## src/rtl/program_loader.sv

```systemverilog
// program_loader: boot-time writer for the MUSA instruction memory.
// Parses a length / big-endian words / XOR-checksum byte frame and releases core reset on success.
module program_loader #(
  parameter int ADDR_WIDTH = 18,
  parameter int START_ADDR = 0
) (
  input  logic                  clk,
  input  logic                  rst_n,
  input  logic                  start,
  input  logic [7:0]            rx_data,
  input  logic                  rx_valid,
  output logic                  rx_ready,
  output logic [ADDR_WIDTH-1:0] imem_address,
  output logic [31:0]           imem_data,
  output logic                  imem_wren,
  output logic                  core_rst_n,
  output logic                  busy,
  output logic                  done,
  output logic                  error,
  output logic [2:0]            dbg_state
);

  // Handshake: a byte moves on a rising edge where rx_valid && rx_ready. rx_ready is a
  // registered decode of the state (high in LEN, DATA, CSUM) and never looks at rx_valid.

  // Largest word count that still fits between START_ADDR and the top of memory.
  localparam logic [63:0] LEN_LIMIT = (64'd1 << ADDR_WIDTH) - 64'(START_ADDR);

  typedef enum logic [2:0] {
    S_IDLE  = 3'd0,
    S_LEN   = 3'd1,
    S_DATA  = 3'd2,
    S_WRITE = 3'd3,
    S_CSUM  = 3'd4,
    S_DONE  = 3'd5,
    S_ERR   = 3'd6
  } state_t;

  state_t      state_q, state_d;
  logic [1:0]  byte_cnt_q;
  logic [23:0] len_q;
  logic [23:0] rem_q;
  logic [7:0]  csum_q;

  logic        xfer;
  logic [23:0] len_next;
  logic        len_last;
  logic        word_last;
  logic        len_oversize;

  assign xfer         = rx_valid && rx_ready;
  assign len_next     = {len_q[15:0], rx_data};
  assign len_last     = xfer && (byte_cnt_q == 2'd2);
  assign word_last    = xfer && (byte_cnt_q == 2'd3);
  assign len_oversize = 64'(len_next) > LEN_LIMIT;
  assign dbg_state    = state_q;

  always_ff @(posedge clk or negedge rst_n) begin
    if (!rst_n) begin
      state_q <= S_IDLE;
    end else begin
      state_q <= state_d;
    end
  end

  always_comb begin
    state_d = state_q;
    unique case (state_q)
      S_IDLE, S_DONE, S_ERR: begin
        if (start) state_d = S_LEN;
      end
      S_LEN: begin
        if (len_last) begin
          if (len_next == 24'd0)  state_d = S_CSUM;
          else if (len_oversize)  state_d = S_ERR;
          else                    state_d = S_DATA;
        end
      end
      S_DATA: begin
        if (word_last) state_d = S_WRITE;
      end
      S_WRITE: begin
        state_d = (rem_q == 24'd1) ? S_CSUM : S_DATA;
      end
      S_CSUM: begin
        if (xfer) state_d = (rx_data == csum_q) ? S_DONE : S_ERR;
      end
      default: state_d = S_IDLE;
    endcase
  end

  // Status outputs are loaded from the next state so they line up with the registered state.
  always_ff @(posedge clk or negedge rst_n) begin
    if (!rst_n) begin
      rx_ready   <= 1'b0;
      imem_wren  <= 1'b0;
      busy       <= 1'b0;
      done       <= 1'b0;
      error      <= 1'b0;
      core_rst_n <= 1'b0;
    end else begin
      rx_ready   <= (state_d == S_LEN) || (state_d == S_DATA) || (state_d == S_CSUM);
      imem_wren  <= (state_d == S_WRITE);
      busy       <= (state_d == S_LEN) || (state_d == S_DATA) ||
                    (state_d == S_WRITE) || (state_d == S_CSUM);
      done       <= (state_d == S_DONE);
      error      <= (state_d == S_ERR);
      core_rst_n <= (state_d == S_DONE);
    end
  end

  always_ff @(posedge clk or negedge rst_n) begin
    if (!rst_n) begin
      byte_cnt_q   <= 2'd0;
      len_q        <= 24'd0;
      rem_q        <= 24'd0;
      csum_q       <= 8'd0;
      imem_data    <= 32'd0;
      imem_address <= ADDR_WIDTH'(START_ADDR);
    end else begin
      unique case (state_q)
        S_IDLE, S_DONE, S_ERR: begin
          if (start) begin
            byte_cnt_q   <= 2'd0;
            len_q        <= 24'd0;
            csum_q       <= 8'd0;
            imem_address <= ADDR_WIDTH'(START_ADDR);
          end
        end
        S_LEN: begin
          if (xfer) begin
            len_q      <= len_next;
            byte_cnt_q <= len_last ? 2'd0 : byte_cnt_q + 2'd1;
            if (len_last) rem_q <= len_next;
          end
        end
        S_DATA: begin
          // Word register doubles as the write-data output; 2-bit counter wraps after byte 4.
          if (xfer) begin
            imem_data  <= {imem_data[23:0], rx_data};
            csum_q     <= csum_q ^ rx_data;
            byte_cnt_q <= byte_cnt_q + 2'd1;
          end
        end
        S_WRITE: begin
          imem_address <= imem_address + ADDR_WIDTH'(1);
          rem_q        <= rem_q - 24'd1;
        end
        default: begin
        end
      endcase
    end
  end

  a_wren_single: assert property (@(posedge clk) disable iff (!rst_n) imem_wren |=> !imem_wren);
  a_ready_busy:  assert property (@(posedge clk) disable iff (!rst_n) rx_ready |-> busy);

endmodule

```

## config.mk

```make
export PLATFORM = sky130hd
export DESIGN_NAME = program_loader
export DESIGN_NICKNAME = d
export VERILOG_FILES = /design/src/rtl/program_loader.sv
export SDC_FILE = /design/constraint.sdc
export NUM_CORES = 1
export LEC_CHECK = 0
export ABC_AREA = 1
export BUFFER_PORTS_ARGS = -buffer_cell sky130_fd_sc_hd__buf_2
export CORE_MARGIN = 2
export CORE_UTILIZATION = 32
export CTS_CLUSTER_DIAMETER = 200
export DETAILED_ROUTE_END_ITERATION = 16
export PLACE_DENSITY = 0.59
export SLEW_MARGIN = 20
export SYNTH_ARGS = -nofsm -noshare
export SYNTH_HDL_FRONTEND = slang
export SYNTH_SLANG_ARGS = --single-unit
```

## constraint.sdc

```tcl
create_clock -name clk -period 1.6 [get_ports clk]
set_input_delay 0.16 -clock clk [delete_from_list [all_inputs] [get_ports clk]]
set_output_delay 0.16 -clock clk [all_outputs]
set_load 0.005 [all_outputs]
```

# After elaboration in Yosys (flattened, before gate mapping)
# Index checks and enable logic that the tools add are counted.
# word_totals
register_bits	108
in_bits	12
out_inout_bits	59
wordCells	83
# op_classes
n_addsub	3
n_lt_le_gt_ge	1
n_eq_ne	20
muxes	25
n_bitwise	1
n_reduce_logical	21
# op_table
op	count
two-way mux 24 bit	2
one-hot mux 24 bit (2 select lines)	1
one-hot mux 18 bit (2 select lines)	1
two-way mux 16 bit	2
one-hot mux 16 bit (2 select lines)	1
equality test 24 x 1 -> 1 bit (second input constant)	1
greater-than comparator 24 x 19 -> 1 bit (second input constant)	1
logical NOT 24 bit	1
subtractor 24 x 1 -> 24 bit (second input constant)	1
two-way mux 3 bit	7
adder 18 x 1 -> 18 bit (second input constant)	1
equality test 3 bit (second input constant)	6
two-way mux 18 bit	1
two-way mux 8 bit	2
one-hot mux 8 bit (2 select lines)	1
one-hot mux 3 bit (5 select lines)	1
equality test 3 x 2 -> 1 bit (second input constant)	4
two-way mux 2 bit	5
AND reduction 3 bit	3
equality test 8 bit	1
inequality test 2 bit (second input constant)	4
nonzero test 2 bit	4
bitwise XOR 8 bit	1
equality test 3 x 1 -> 1 bit (second input constant)	2
other kinds (10)	17

# Longest topological paths before layout
# depth
ltp_word	9
depth_mapped	12

# Worst setup path before layout
# No wires, ideal clock.
# synth_timing
path_type	reg2reg
startpoint	reg imem_address[0]
endpoint	reg imem_address[16]
arrival_ns	1.530
path_slack_ns	-0.052
path_stages_with_launch	11
n_path_buf	0
cell_sequence	dfrtp_1 ha_1 nand3_1 nor3_2 nand2_1 nor2_2 nand2_1 nor2_1 nand4_1 nor2_1 a21oi_1
# synth_between
elab_chain_len	2
# synth_lines
item	line	text
start, declared	13	output logic [ADDR_WIDTH-1:0] imem_address,
start signal, assigned	119	imem_address <= ADDR_WIDTH'(START_ADDR);
start signal, assigned	127	imem_address <= ADDR_WIDTH'(START_ADDR);
start signal, assigned	146	imem_address <= imem_address + ADDR_WIDTH'(1);
adder 18 x 1 -> 18 bit	146	
one-hot mux 18 bit (2 select lines)	121	unique case (state_q)
# Every way passes these cells.
# A chain may end at the register's enable or synchronous reset.

# Worst setup path after layout
# layout_timing
startpoint	reg rem_q[0]
endpoint	reg busy
# layout_between
elab_chain_len	7
# layout_lines
item	line	text
start, declared	42	logic [23:0] rem_q;
start signal, assigned	134	if (len_last) rem_q <= len_next;
start signal, assigned	147	rem_q <= rem_q - 24'd1;
equality test 24 x 1 -> 1 bit *	83	state_d = (rem_q == 24'd1) ? S_CSUM : S_DATA;
two-way mux 3 bit *	83	
one-hot mux 3 bit (5 select lines) *	68	unique case (state_q)
named net state_d[2]	39	state_t state_q, state_d;
equality test 3 x 1 -> 1 bit / equality test 3 x 2 -> 1 bit (equally long branches)	104	busy <= (state_d == S_LEN) || (state_d == S_DATA) ||
logical OR 1 bit (2 in a row)	104	
logical OR 1 bit *	105	(state_d == S_WRITE) || (state_d == S_CSUM);
end signal, assigned	104	
end, declared	17	output logic busy,
# The timed path passes the listed nets; every way through them passes the cells marked *.

==> metrics.md <==
| Metric | Value |
|---|---|
| PwrDens | `1685 nW/um2` |
| Post-Syn Area | `5617 um2` |
| Vias per inst | `4.741` |
| Die width | `136.5 um` |
| Routed Antenna Nets | `0` |
| I/O pins | `71` |
| CTS Buffer Depth | `2` |
| Final Cycle Share | `105.1%` |
| Syn. warnings | `0` |
| Synthesized area per cell | `7.978 um2` |
| Routability-driven placement congestion ratio | `0.8314` |
| Placed Cells | `1084` |
| First-pass GRT wire length | `about 25000 um` |
| Syn Nets | `721` |
| Latest clock arrival within the worst-skew pair | `around 360 ps` |
| Row Count | `48` |
| Initial DRC Count | `356` |
| Initial antenna violation count | `0` |
| Final WL | `about 16000 um` |
| Final net count | `917` |
| Post-synthesis compound-gate area fraction | `12.59%` |
| Lkg Pwr | `approximately 0.004 uW` |
| Share of layout cells above drive strength 1 | `37.46%` |
| Period minus WS final | `about 1700 ps` |
| Critical path class | `reg2reg` |
| Hold Path Class | `in2reg` |
| DRT Pass-1 Iters | `5` |
| Core footprint | `about 17000 um2` |
| Yosys cell types | `39` |
| WHS | `106.2 ps` |
| Synth Flop Type | `dfrtp_1` |
| Hold Violations, Final | `0` |
| Max-Cap Viols | `0` |
| CP arrival | `1920 ps` |
| Status | `finished, violations left` |
| Post-synth top area share | `between 40% and 50%` |
| Maximum fanout along the worst path | `5` |
| Detailed placement HPWL | `approximately 11000 um` |
| Clk slew on worst S/H paths | `80 ps` |
| Remaining global-route overflow | `0` |
| N_diodes | `0` |
| Detailed-route via count | `5357` |
| Die Area | `18630 um2` |
| Top cell type by total area after synthesis | `dfrtp_1` |
| Fin cells | `about 1100` |
| Slew HR | `between 70% and 80%` |
| Die Span Y | `roughly 140 um` |
| Routed length per placed instance | `roughly 14 um` |
| Root buffer cell | `clkbuf_16` |
| Clk_skew | `13.16 ps` |
| Seq/Total Area, Yosys | `48.12%` |
| Mux cell area share after synthesis | `0.3564%` |
| Synth Area in Simple Gates | `28.29%` |
| Peak Freq | `594.9 MHz` |
| Syn Inst Count | `704` |
| Slew @ Worst Pin | `about 340 ps` |
| Util after Layout | `46.64%` |
| Final Slew Violations | `0` |
| Post-synthesis register bit count | `108` |
| TritonCTS clock tree | `done` |
| Cts bufs inserted | `9` |
| H-tree depth | `3` |
| Synth Area in XOR/XNOR | `between 2 and 2.5%` |
| Largest family of logic cells by synthesized area | `simple AND/OR/NAND/NOR gates` |
| Max IR drop VDD | `0.0008070 V` |
| Async SR Flop Fraction | `100.0%` |
| Critical path capture point type | `flop` |
| Crit start category | `flop` |
| Area delta synth->final | `43.13%` |
| Req. time, crit path | `around 1800 ps` |
| # port buffers | `70` |
| Final setup violation count | `16` |
| Starting Density | `between 30% and 40%` |
| Clk sinks | `108` |
| EDFF count, synth | `0` |
| Largest net degree at the start of global routing | `48` |
| DRC viols | `0` |
| Worst Slack Setup Final | `-80.90 ps` |
| All-Layer GR Usage | `between 15 and 20%` |
| Failing checks | `setup timing` |
| Vias in the first global route | `5142` |
| Setup repair after global routing missed its margin | `true` |
| Post-synthesis adder-cell area fraction | `1.114%` |
| Top cells by area, synth | `dfrtp_1 (48%), nand2_1 (13%), inv_1 (5.2%)` |
critical path, stage by stage (launching register included):
cell	delay [ps]
dfrtp_1	430
buf_6	140
ha_4	150
nand2_4	70
nor2_4	40
nand4_1	170
nand3_2	110
nor2_4	220
inv_2	70
nand3_2	70
nand4_1	80
placed cells by master, fill, tap and decap left out, types with 4 or more instances in the layout:
cell / instances
o221ai_1: 4
nor2_2: 19
xor2_1: 12
nor2_4: 13
o311ai_1: 4
nor2_1: 38
clkbuf_16: 10
o211ai_1: 8
o22ai_1: 8
nand2_1: 183
buf_2: 69
inv_2: 10
nand2_2: 13
a21oi_2: 4
o21ai_0: 29
buf_12: 7
buf_6: 13
o21ai_2: 19
buf_4: 114
nand3_2: 11
a31oi_1: 4
nand3_1: 40
dfrtp_1: 105
o21ai_1: 17
inv_1: 71
a21oi_1: 8
nand4_1: 24
metrics by stage:
stage	cell area, um2	power (uW)	worst slack (ps)	setup TNS [ps]
detailed placement	7014	9815	-219.7	-3682
global route	8039	14580	-175.8	-3038
floorplan	5619	7190	-51.95	-51.95
CTS	7590	12680	-44.15	-82.71
finish	8039	13550	-80.90	-486.0
global placement	7014	9730	-153.0	-2593
area by class of cell:
cell class	instances	area, um2
Timing Repair Buffer	205	1523
Multi-Input combinational cell	491	2869
Inverter	85	329.1
Sequential cell	108	2706
Clock inverter	7	105.1
Clock buffer	9	225.2
Tap cell	225	281.5
Fill cell	1668	9198
path summary, 6_finish.rpt:
| check | startpoint | to | slack (ps) | cells after the start |
|---|---|---|---|---|
| max | rem_q[0] | busy | -80 | 10 |
| min | rx_data[4] | len_q[4] | 110 | 3 |
| max reg2reg | rem_q[0] | busy | -80 | 10 |
| min reg2reg | imem_data[24] | imem_data[24] | 470 | 2 |
| max in group asynchronous | rst_n | imem_address[16] | 790 | 3 |
| min in group asynchronous | rst_n | csum_q[4] | 230 | 2 |
power by group:
group          total [uW]  switching [uW]  internal [uW]  leakage [uW]
sequential           4280             690           3590       0.00143
combinational        6750            3590           3160       0.00245
clock                2510            1120           1400      0.000159
total               13500            5400           8150       0.00404
cell usage after synthesis (2+ instances only):
| master | count |
|---|---|
| o21ai_0 | 52 |
| inv_2 | 6 |
| nor3_2 | 2 |
| ha_1 | 5 |
| a21oi_1 | 11 |
| o21ai_2 | 10 |
| o221ai_1 | 4 |
| nand4_1 | 24 |
| nand3_4 | 2 |
| nand2_1 | 197 |
| nor2_1 | 65 |
| clkbuf_1 | 10 |
| nor2_2 | 2 |
| xor2_1 | 12 |
| o22ai_1 | 8 |
| nor2_4 | 3 |
| a31oi_1 | 4 |
| buf_6 | 2 |
| o21ai_1 | 3 |
| nand2_2 | 2 |
| nor3_1 | 6 |
| o311ai_0 | 4 |
| nand3_1 | 51 |
| mux2i_1 | 2 |
| buf_2 | 7 |
| nor2_8 | 2 |
| dfrtp_1 | 108 |
| a22oi_1 | 5 |
| o211ai_1 | 8 |
| inv_1 | 78 |
sequential cells by signal, summed over array words and instances, names as in the netlist, 2 cells and up:
signal / cells
csum_q: 8
imem_data: 32
rem_q: 24
byte_cnt_q: 2
dbg_state: 3
len_q: 16
imem_address: 18
what timing repair did:
action                                  4_1_cts  5_1_grt
cloned                                        0        1
buffers inserted                             13       15
hold buffers                                  1        0
hold endpoints to repair                     20        0
endpoints found under the setup margin       63       66
resized for setup                            44      106
pin swaps                                    16       38
layer usage:
metal	track usage (%)	routed length [um]
met1	24.08	7240
met2	28.00	7646
met3	1.827	410
met4	6.771	289
met5	0	0
cells by family after synthesis:
logic type / count (synthesis)
buf+inv: 105
xor+xnor: 13
flops: 108
fa+ha+maj: 5
mux: 2
compound gates: 113
simple gates: 358
No activity file was read; power rests on OpenSTA's default activity.
